$ cat config.mk
export PLATFORM = sky130hd
export DESIGN_NAME = rs_operand_collector_flat
export DESIGN_NICKNAME = d
export VERILOG_FILES = /design/src/rtl/rs_operand_collector_pkg.sv /design/src/rtl/rs_operand_collector_if.sv /design/src/rtl/rs_operand_collector_rr_arbiter.sv /design/src/rtl/rs_operand_collector.sv /design/src/flat_wrapper.sv
export SDC_FILE = /design/constraint.sdc
export NUM_CORES = 1
export LEC_CHECK = 0
export CAP_MARGIN = 30
export CORE_MARGIN = 1
export CORE_UTILIZATION = 45
export DETAILED_ROUTE_END_ITERATION = 12
export SLEW_MARGIN = 0
export SYNTH_ARGS = -nofsm -noshare
export SYNTH_HDL_FRONTEND = slang
export SYNTH_SLANG_ARGS = --single-unit
$ cat constraint.sdc
create_clock -name clk -period 9.64 [get_ports clk]
set_input_delay 2.892 -clock clk [delete_from_list [all_inputs] [get_ports clk]]
set_output_delay 2.892 -clock clk [all_outputs]
set_load 0.1 [all_outputs]
$ cat src/rtl/rs_operand_collector_pkg.sv
// rs_operand_collector_pkg: shared widths and operand-slot type for the RS operand collector
package rs_operand_collector_pkg;
    localparam int RS_DEPTH = 4;
    localparam int PRF_SIZE = 16;
    localparam int TAG_W    = 4;
    localparam int DATA_W   = 8;
    localparam int OP_W     = 4;
    localparam int SLOTS    = 2 * RS_DEPTH;
    localparam int ENT_W    = $clog2(RS_DEPTH);
    localparam int SLOT_W   = $clog2(SLOTS);

    typedef struct packed {
        logic [TAG_W-1:0]  tag;
        logic              have;
        logic [DATA_W-1:0] val;
    } operand_t;
endpackage

$ cat src/rtl/rs_operand_collector_if.sv
// rs_operand_collector_if: dispatch, PRF request/CDB and issue signals of the operand collector
interface rs_operand_collector_if;
    import rs_operand_collector_pkg::*;
    logic                disp_valid;
    logic                disp_ready;
    logic [OP_W-1:0]     disp_op;
    logic [TAG_W-1:0]    disp_src1_tag;
    logic [TAG_W-1:0]    disp_src2_tag;
    logic [TAG_W-1:0]    disp_dst_tag;
    logic [PRF_SIZE-1:0] ready_regs;
    logic                req_valid;
    logic [TAG_W-1:0]    req_id;
    logic                cdb_transmit;
    logic [TAG_W-1:0]    cdb_id;
    logic [DATA_W-1:0]   cdb_val;
    logic                iss_valid;
    logic                iss_ready;
    logic [OP_W-1:0]     iss_op;
    logic [DATA_W-1:0]   iss_a;
    logic [DATA_W-1:0]   iss_b;
    logic [TAG_W-1:0]    iss_dst;

    modport slave (
        input  disp_valid, disp_op, disp_src1_tag, disp_src2_tag, disp_dst_tag,
        input  ready_regs, cdb_transmit, cdb_id, cdb_val, iss_ready,
        output disp_ready, req_valid, req_id, iss_valid, iss_op, iss_a, iss_b, iss_dst
    );

    modport master (
        output disp_valid, disp_op, disp_src1_tag, disp_src2_tag, disp_dst_tag,
        output ready_regs, cdb_transmit, cdb_id, cdb_val, iss_ready,
        input  disp_ready, req_valid, req_id, iss_valid, iss_op, iss_a, iss_b, iss_dst
    );
endinterface

$ cat src/rtl/rs_operand_collector_rr_arbiter.sv
// rr_arbiter: round-robin pick of the first request at or after ptr, wrapping at N
module rr_arbiter #(
    parameter int N = 8,
    localparam int W = $clog2(N)
) (
    input  logic [N-1:0] req,
    input  logic [W-1:0] ptr,
    output logic [N-1:0] gnt,
    output logic [W-1:0] gnt_idx,
    output logic         any
);
    // scan N positions starting at ptr; the first requester wins
    always_comb begin
        gnt     = '0;
        gnt_idx = '0;
        any     = 1'b0;
        for (int i = 0; i < N; i++) begin
            if (!any && req[(int'(ptr) + i) % N]) begin
                any     = 1'b1;
                gnt_idx = W'((int'(ptr) + i) % N);
            end
        end
        if (any) gnt[gnt_idx] = 1'b1;
    end
endmodule

$ cat src/rtl/rs_operand_collector.sv
// rs_operand_collector: reservation station that gathers operands via PRF requests and CDB snooping
module rs_operand_collector
    import rs_operand_collector_pkg::*;
(
    input logic                   clk,
    input logic                   rst,
    rs_operand_collector_if.slave bus
);
    logic [RS_DEPTH-1:0] valid;
    logic [OP_W-1:0]     op  [RS_DEPTH];
    logic [TAG_W-1:0]    dst [RS_DEPTH];
    operand_t            opnd [SLOTS];
    logic [SLOT_W-1:0]   ptr;
    logic [SLOTS-1:0]    elig;
    logic [SLOTS-1:0]    gnt;
    logic [SLOTS-1:0]    hit;
    logic [SLOT_W-1:0]   gnt_idx;
    logic                req_any;
    logic [TAG_W-1:0]    req_tag;
    logic [RS_DEPTH-1:0] rdy;
    logic [ENT_W-1:0]    free_idx;
    logic [ENT_W-1:0]    iss_idx;
    logic                any_free;
    logic                any_rdy;
    logic                disp_fire;
    logic                iss_fire;
    logic                hit1;
    logic                hit2;

    rr_arbiter #(.N(SLOTS)) u_arb (
        .req     (elig),
        .ptr     (ptr),
        .gnt     (gnt),
        .gnt_idx (gnt_idx),
        .any     (req_any)
    );

    // per-slot request eligibility, CDB match, and per-entry issue readiness
    always_comb begin
        elig = '0;
        hit  = '0;
        rdy  = '0;
        for (int s = 0; s < SLOTS; s++) begin
            elig[s] = valid[s/2] && !opnd[s].have && bus.ready_regs[opnd[s].tag];
            hit[s]  = valid[s/2] && !opnd[s].have && bus.cdb_transmit && opnd[s].tag == bus.cdb_id;
        end
        for (int e = 0; e < RS_DEPTH; e++)
            rdy[e] = valid[e] && opnd[2*e].have && opnd[2*e+1].have;
    end

    // tag of the granted slot; zero when nothing is granted
    always_comb begin
        req_tag = '0;
        for (int s = 0; s < SLOTS; s++)
            req_tag |= gnt[s] ? opnd[s].tag : '0;
    end

    // lowest free entry for dispatch and lowest ready entry for issue
    always_comb begin
        free_idx = '0;
        iss_idx  = '0;
        any_free = 1'b0;
        any_rdy  = 1'b0;
        for (int e = RS_DEPTH - 1; e >= 0; e--) begin
            if (!valid[e]) begin
                any_free = 1'b1;
                free_idx = ENT_W'(e);
            end
            if (rdy[e]) begin
                any_rdy = 1'b1;
                iss_idx = ENT_W'(e);
            end
        end
    end

    assign disp_fire = bus.disp_valid && any_free;
    assign iss_fire  = any_rdy && bus.iss_ready;
    assign hit1      = bus.cdb_transmit && bus.cdb_id == bus.disp_src1_tag;
    assign hit2      = bus.cdb_transmit && bus.cdb_id == bus.disp_src2_tag;

    assign bus.disp_ready = any_free;
    assign bus.req_valid  = req_any;
    assign bus.req_id     = req_tag;
    assign bus.iss_valid  = any_rdy;
    assign bus.iss_op     = any_rdy ? op[iss_idx] : '0;
    assign bus.iss_a      = any_rdy ? opnd[{iss_idx, 1'b0}].val : '0;
    assign bus.iss_b      = any_rdy ? opnd[{iss_idx, 1'b1}].val : '0;
    assign bus.iss_dst    = any_rdy ? dst[iss_idx] : '0;

    // entry, operand and pointer state; dispatch only writes a free entry, so it never collides with capture or issue-free
    always_ff @(posedge clk or negedge rst) begin
        if (!rst) begin
            valid <= '0;
            ptr   <= '0;
            for (int e = 0; e < RS_DEPTH; e++) begin
                op[e]  <= '0;
                dst[e] <= '0;
            end
            for (int s = 0; s < SLOTS; s++)
                opnd[s] <= '0;
        end else begin
            if (req_any)
                ptr <= (gnt_idx == SLOT_W'(SLOTS - 1)) ? '0 : gnt_idx + SLOT_W'(1);
            for (int s = 0; s < SLOTS; s++) begin
                if (hit[s]) begin
                    opnd[s].have <= 1'b1;
                    opnd[s].val  <= bus.cdb_val;
                end
            end
            if (iss_fire)
                valid[iss_idx] <= 1'b0;
            if (disp_fire) begin
                valid[free_idx] <= 1'b1;
                op[free_idx]    <= bus.disp_op;
                dst[free_idx]   <= bus.disp_dst_tag;
                opnd[{free_idx, 1'b0}] <= '{tag: bus.disp_src1_tag, have: hit1,
                                            val: hit1 ? bus.cdb_val : DATA_W'(0)};
                opnd[{free_idx, 1'b1}] <= '{tag: bus.disp_src2_tag, have: hit2,
                                            val: hit2 ? bus.cdb_val : DATA_W'(0)};
            end
        end
    end
endmodule
$ cat src/flat_wrapper.sv
// flat-port wrapper written by rule: the top's interface ports become plain ports
module rs_operand_collector_flat import rs_operand_collector_pkg::*;
  (clk, rst, bus_disp_valid, bus_disp_op, bus_disp_src1_tag, bus_disp_src2_tag, bus_disp_dst_tag, bus_ready_regs, bus_cdb_transmit, bus_cdb_id, bus_cdb_val, bus_iss_ready, bus_disp_ready, bus_req_valid, bus_req_id, bus_iss_valid, bus_iss_op, bus_iss_a, bus_iss_b, bus_iss_dst);
  rs_operand_collector_if bus_i ();
  input logic clk;
  input logic rst;
  input wire logic [$bits(bus_i.disp_valid)-1:0] bus_disp_valid;
  input wire logic [$bits(bus_i.disp_op)-1:0] bus_disp_op;
  input wire logic [$bits(bus_i.disp_src1_tag)-1:0] bus_disp_src1_tag;
  input wire logic [$bits(bus_i.disp_src2_tag)-1:0] bus_disp_src2_tag;
  input wire logic [$bits(bus_i.disp_dst_tag)-1:0] bus_disp_dst_tag;
  input wire logic [$bits(bus_i.ready_regs)-1:0] bus_ready_regs;
  input wire logic [$bits(bus_i.cdb_transmit)-1:0] bus_cdb_transmit;
  input wire logic [$bits(bus_i.cdb_id)-1:0] bus_cdb_id;
  input wire logic [$bits(bus_i.cdb_val)-1:0] bus_cdb_val;
  input wire logic [$bits(bus_i.iss_ready)-1:0] bus_iss_ready;
  output wire logic [$bits(bus_i.disp_ready)-1:0] bus_disp_ready;
  output wire logic [$bits(bus_i.req_valid)-1:0] bus_req_valid;
  output wire logic [$bits(bus_i.req_id)-1:0] bus_req_id;
  output wire logic [$bits(bus_i.iss_valid)-1:0] bus_iss_valid;
  output wire logic [$bits(bus_i.iss_op)-1:0] bus_iss_op;
  output wire logic [$bits(bus_i.iss_a)-1:0] bus_iss_a;
  output wire logic [$bits(bus_i.iss_b)-1:0] bus_iss_b;
  output wire logic [$bits(bus_i.iss_dst)-1:0] bus_iss_dst;
  assign bus_i.disp_valid = bus_disp_valid;
  assign bus_i.disp_op = bus_disp_op;
  assign bus_i.disp_src1_tag = bus_disp_src1_tag;
  assign bus_i.disp_src2_tag = bus_disp_src2_tag;
  assign bus_i.disp_dst_tag = bus_disp_dst_tag;
  assign bus_i.ready_regs = bus_ready_regs;
  assign bus_i.cdb_transmit = bus_cdb_transmit;
  assign bus_i.cdb_id = bus_cdb_id;
  assign bus_i.cdb_val = bus_cdb_val;
  assign bus_i.iss_ready = bus_iss_ready;
  assign bus_disp_ready = bus_i.disp_ready;
  assign bus_req_valid = bus_i.req_valid;
  assign bus_req_id = bus_i.req_id;
  assign bus_iss_valid = bus_i.iss_valid;
  assign bus_iss_op = bus_i.iss_op;
  assign bus_iss_a = bus_i.iss_a;
  assign bus_iss_b = bus_i.iss_b;
  assign bus_iss_dst = bus_i.iss_dst;
  rs_operand_collector u_core (.clk(clk), .rst(rst), .bus(bus_i));
endmodule
== Word-level counts from Yosys, hierarchy flattened ==
Index checks and enable logic that the tools add are counted.
W data, S select, Z words.
Operators by class
  add/sub/neg operators: 8
  multiply operators: 0
  div/mod/pow operators: 0
  order comparisons: 31
  eq/ne operators: 11
  shifts and indexed selects: 0
  multiplexer cells: 126
  bitwise operators: 23
  reduce and logical (&&, ||, !) cells: 79
Operator list (number)
  $bwmux W104: 2
  $mux W100: 1
  $bmux W13 S3: 2
  $demux W13 S3: 2
  $lt A4 B5 Y1 const B: 15
  $mux W8: 9
  $mux W9: 8
  $mux W4: 17
  $logic_and A1 B1 Y1: 57
  $mux W1: 42
  $eq A4 B4 Y1: 10
  $bmux W1 S4: 8
  $bwmux W16: 2
  $or A4 B4 Y4: 8
  $mux W3: 9
  $mux W13: 2
  $bmux W1 S3: 8
  $reduce_or A3 Y1: 7
  $bmux W4 S2: 2
  $ge A4 B4 Y1 const B: 4
  $mux W2: 8
  $not A3 Y4: 4
  $logic_not A1 Y1: 15
  $add A3 B3 Y3 const B: 4
  other kinds (17): 32
Storage, ports and cells
  register bits after elaboration: 143
  latch bits: 0
  memory bits (writable): 0
  bits in read-only memories: 0
  input port bits: 49
  output and inout port bits: 31
  logic and storage cells: 312
  memories: 0

== Longest topological paths before layout ==
  depth after elaboration: 40
  depth in mapped cells: 19
  mapped depth without buffers: 17

== Modules after synthesis ==
From an unflattened synthesis, not the netlist that was laid out.
Second synthesis, totals
  cells, all modules: 1070
  area total of the unflattened synthesis: 10029.6 µm²
By module, submodules not included
  rs_operand_collector: instances 1, cells each 946, area each 8986.1 µm², seq. area each 3578.4 µm²
  rr_arbiter: instances 1, cells each 124, area each 1043.5 µm², seq. area each 0.0 µm²

== Least setup slack after synthesis ==
Ideal clock, no wire load.
  path type: in2out
  start: input port bus_ready_regs[11]
  end: output port bus_req_id[3]
  arrival: 7982 ps
  required time: 6748 ps
  slack: -1234 ps
  stages on the path: 12
  buffers on the path: 0
  path through: mux4_2 -> or2_0 -> nand3_2 -> a21boi_1 -> or4_4 -> or2_4 -> or4_4 -> nor4_2 -> nor2_2 -> inv_2 -> a211oi_1 -> o32ai_1
On the way
  word-level cells in the longest chain between the ends: 40
  elaborated cells between the ends (all ways): 98
  those cells by class: 2 x order compare; 66 x mux; 7 x bitwise; 23 x reduce/logical
RTL lines
  start, declared: line flat_wrapper.sv:12  | input wire logic [$bits(bus_i.ready_regs)-1:0] bus_ready_regs;
  $bmux W1 S4: line rs_operand_collector.sv:44  | elig[s] = valid[s/2] && !opnd[s].have && bus.ready_regs[opnd[s].tag];
  $mux W1 (not written as such): line rs_operand_collector.sv:44
  $logic_and A1 B1 Y1: line rs_operand_collector.sv:44
  $bmux W1 S3: line rs_operand_collector_rr_arbiter.sv:18  | if (!any && req[(int'(ptr) + i) % N]) begin
  $mux W1 (not written as such): line rs_operand_collector_rr_arbiter.sv:18
  $mux W1: line rs_operand_collector_rr_arbiter.sv:18
  $logic_not A1 Y1: line rs_operand_collector_rr_arbiter.sv:18
  $logic_and A1 B1 Y1: line rs_operand_collector_rr_arbiter.sv:18
  (+19 left out)
  $lt A3 B4 Y1 (not written as such) / $ge A3 B1 Y1 (equally long branches): line rs_operand_collector_rr_arbiter.sv:23  | if (any) gnt[gnt_idx] = 1'b1;
  $logic_and A1 B1 Y1 (not written as such): line rs_operand_collector_rr_arbiter.sv:23
  $mux W1 (not written as such): line rs_operand_collector_rr_arbiter.sv:23
  $demux W1 S3: line rs_operand_collector_rr_arbiter.sv:23
  $mux W8 (*): line rs_operand_collector_rr_arbiter.sv:23
  $mux W4: line rs_operand_collector.sv:55  | req_tag |= gnt[s] ? opnd[s].tag : '0;
  $or A4 B4 Y4 (6 in a row): line rs_operand_collector.sv:55
  $or A4 B4 Y4 (*): line rs_operand_collector.sv:55
  end, declared: line flat_wrapper.sv:19  | output wire logic [$bits(bus_i.req_id)-1:0] bus_req_id;
Every way passes the cells marked *; elsewhere a longest branch is shown, timed or not. The select of a mux whose other input is x is not followed.

== Worst setup path in the final report ==
  start: input port bus_ready_regs[11]
  end: output port bus_req_id[0]
The elaborated chain is that of the path after synthesis.

==> metrics.txt <==
status completed; IO Count 80; time the final worst path needs with I/O delays and setup 9.64 ns; FF-to-FF End u_core.ptr[2]; sequential fraction of the synthesis area 39.0%; number of vias per cell 6.27; worst reg-to-reg setup slack 4.44 ns; critical register-to-register path startpoint u_core.ptr[0]; area fraction in and, or, nand and nor cells after synthesis 18.4%; maximum clock frequency 104 MHz; number of flops mapped to enable cells by yosys 0; largest cells by area after synthesis sky130_fd_sc_hd__dfrtp_1 39%, sky130_fd_sc_hd__a22o_1 6.3%, sky130_fd_sc_hd__nand2_1 6.0%; FFs w/ async S/R, synth 100%; die area ~21000 um^2; Critical Path RT between 6 and 7 ns; clock network latency to the later pin of the worst-skew pair 0.43 ns; final setup violating endpoints 0; CTS Buffer Depth 2; Max Fanout on Critical Path 4; distinct cell type count after synthesis 80; transition at the pin with the smallest max-transition slack 1.04 ns; xor/xnor cell area share of the yosys netlist 4.10%; clock transition time at the flip-flop clock pins of the worst setup and hold paths ~0.07 ns; antenna diode count 0; RePlAce Congestion 0.935; launching element type of the critical path input pin; fraction of synthesized cell area taken by the top area cell type 39.0%; first-pass GRT wire length 49800 um; vertical die dimension 145 um; cell type with the highest aggregate area in the netlist sky130_fd_sc_hd__dfrtp_1; number of I/O port buffers 79; share of synthesized area spent on multiplexers 12.3%; hold violation total from the final report 0; mean post-synth cell area 9.45 um^2; via count 8721; detailed placement HPWL 22600 um; std cell rows between 50 and 60; signal arrival time at the worst endpoint between 6 and 7 ns; Post-synth top flop sky130_fd_sc_hd__dfrtp_1; final-report max-slew violation count 0; WS Path Type input pin to primary output; x dimension of the die 145 um; nets in the synthesized netlist 1025; RSZ-0062 raised after global routing yes; ratio of final minimum period to clock period 100%; routed length per instance approximately 23 um; initial antenna violation count 0; fraction of final layout cells with drive strength greater than 1 roughly a quarter; YS warnings 0; complex-gate fraction of the synthesized area 21.3%; kind of capture point of the worst setup path primary output; remaining antenna violation count 0; largest net degree at the start of global routing 67; DR pass1 iterations 5; Max Clock Skew 0.0128 ns; buffer cell driving the clock tree root sky130_fd_sc_hd__clkbuf_16; area growth from synthesis to layout 28.2%; clock tree from TritonCTS yes; Multi-input gate area 5440 um^2; most frequent cells after synthesis 147 x sky130_fd_sc_hd__nand2_1, 143 x sky130_fd_sc_hd__dfrtp_1, 66 x sky130_fd_sc_hd__a22o_1; final global-route overflow total 0; Worst Reg-to-Reg Cells 17; most frequent cell after synthesis sky130_fd_sc_hd__nand2_1; total of fill cells in the finished design between 1500 and 2000; Post-CTS Hold Fix Bufs 0; Max Cap Violations 0; Inserted Clock Buffers 17; area of the core 19700 um^2; dominant combinational cell family by area after synthesis compound AO/OA/AOI/OAI gates; htree depth 4; flip-flop and latch count after synthesis around 140; max-slew headroom at the worst pin 31.0%; area used by sequential logic in the layout 3580 um^2; via count of the first global-routing pass 8506; detailed router's first-iteration violation count 790; HP Class register to register; gr usage total 32.0%; tightest hold margin 0.480 ns; combined area of all synthesized cells 9190 um^2; DRC violations left 0; timing endpoint of the critical path bus_req_id[0]; gate count after technology mapping about 970; overall routed net length 32300 um; adder-cell area share of the yosys netlist 0.545%; starting utilization of the core area 46.6%; number of nets at the end of the flow roughly 1200; source of the critical timing path bus_ready_regs[11]; clock sinks ~140
## worst min path at each step
| stage | start | endpoint | slack, ns | cells past startpoint |
|---|---|---|---|---|
| 3_5_place_dp | u_core.op[15] | u_core.op[15] | 0.46 | 2 |
| 4_1_cts | u_core.op[15] | u_core.op[15] | 0.48 | 2 |
| 6_report | u_core.op[15] | u_core.op[15] | 0.48 | 2 |
| 5_1_grt | u_core.op[12] | u_core.op[12] | 0.50 | 2 |
| 3_3_place_gp | u_core.dst[12] | u_core.dst[12] | 0.46 | 2 |
| 2_1_floorplan | u_core.dst[10] | u_core.dst[10] | 0.44 | 2 |
## routing by layer
layer / global-route usage [%] / vias up / share of wire (%)
met3: 4.87 / 45 / 6.1
met2: 52.0 / 363 / 48
met5: 0 / - / 0
met4: 10.5 / 0 / 2.3
met1: 43.6 / 4378 / 44
li1: - / 3935 / -
## layout by cell type (no fill, tap or decap), drive strengths merged, types with 8 or more instances in the layout
master | netlist | layout
xnor2 | 17 | 17
nor3 | 9 | 9
nand3 | 45 | 45
clkbuf | 53 | 24
and2 | 10 | 10
a32oi | 10 | 10
a21oi | 34 | 34
mux4 | 10 | 10
buf | 19 | 132
nor4 | 9 | 9
nand3b | 9 | 9
nand4 | 11 | 11
xor2 | 26 | 26
a222oi | 26 | 26
dfrtp | 143 | 143
a22o | 66 | 66
inv | 21 | 26
a22oi | 16 | 16
mux2 | 38 | 38
nor2 | 39 | 39
nand2b | 9 | 9
clkdlybuf4s50 | 0 | 57
nor2b | 15 | 15
and3 | 8 | 8
mux2i | 48 | 48
nand2 | 148 | 148
o21ai | 30 | 30
## state kept, by name (all words and copies together), names as in the netlist
name,count
u_core.ptr,3
u_core.valid,4
u_core.op,16
u_core.opnd,104
u_core.dst,16
## worst max-delay path, cell delays in order
cell                       delay (ns)
sky130_fd_sc_hd__buf_6           0.10
sky130_fd_sc_hd__mux4_2          0.44
sky130_fd_sc_hd__or2_1           0.25
sky130_fd_sc_hd__nand3_2         0.10
sky130_fd_sc_hd__a21boi_2        0.07
sky130_fd_sc_hd__or4_4           0.55
sky130_fd_sc_hd__or2_4           0.25
sky130_fd_sc_hd__or4_4           0.53
sky130_fd_sc_hd__or3_4           0.40
sky130_fd_sc_hd__and2_4          0.17
sky130_fd_sc_hd__clkinv_8        0.05
sky130_fd_sc_hd__mux4_2          0.47
sky130_fd_sc_hd__mux2_4          0.30
sky130_fd_sc_hd__buf_12          0.17
## repair_timing
action,4_1_cts,5_1_grt
endpoints found under the setup margin,4,4
buffers inserted,7,7
resized for setup,76,44
pin swaps,17,22
## logic make-up after synthesis
group | count (synthesis)
compound gates | 253
xor+xnor | 43
fa+ha+maj | 4
buf+inv | 94
flops | 143
mux | 96
simple gates | 339
## through the flow
stage	worst slack, ns	instance area, um^2	std cells	setup TNS [ns]	util (%)
floorplan	-0.238	9210	972	-0.299	-
global placement	-0.489	10800	1342	-1.68	54.9
detailed placement	-0.498	10900	1346	-1.76	55.4
CTS	0.00266	11600	1385	0	58.7
global route	-0.0811	11800	1392	-0.197	59.7
finish	0.00110	11800	1392	0	59.7
## area by class of cell
| cell class | instances | share of cell area, % |
|---|---|---|
| repair buffers | 195 | 15.2 |
| multi-input cells | 735 | 46.2 |
| clock buffers | 20 | 3.79 |
| well taps | 265 | 2.82 |
| clock inverters | 12 | 0.882 |
| flip-flops and latches | 143 | 30.4 |
| inverters | 22 | 0.807 |
Power is not shown: default switching activity piles up to over one toggle a cycle in this logic, so the estimate is an artifact.
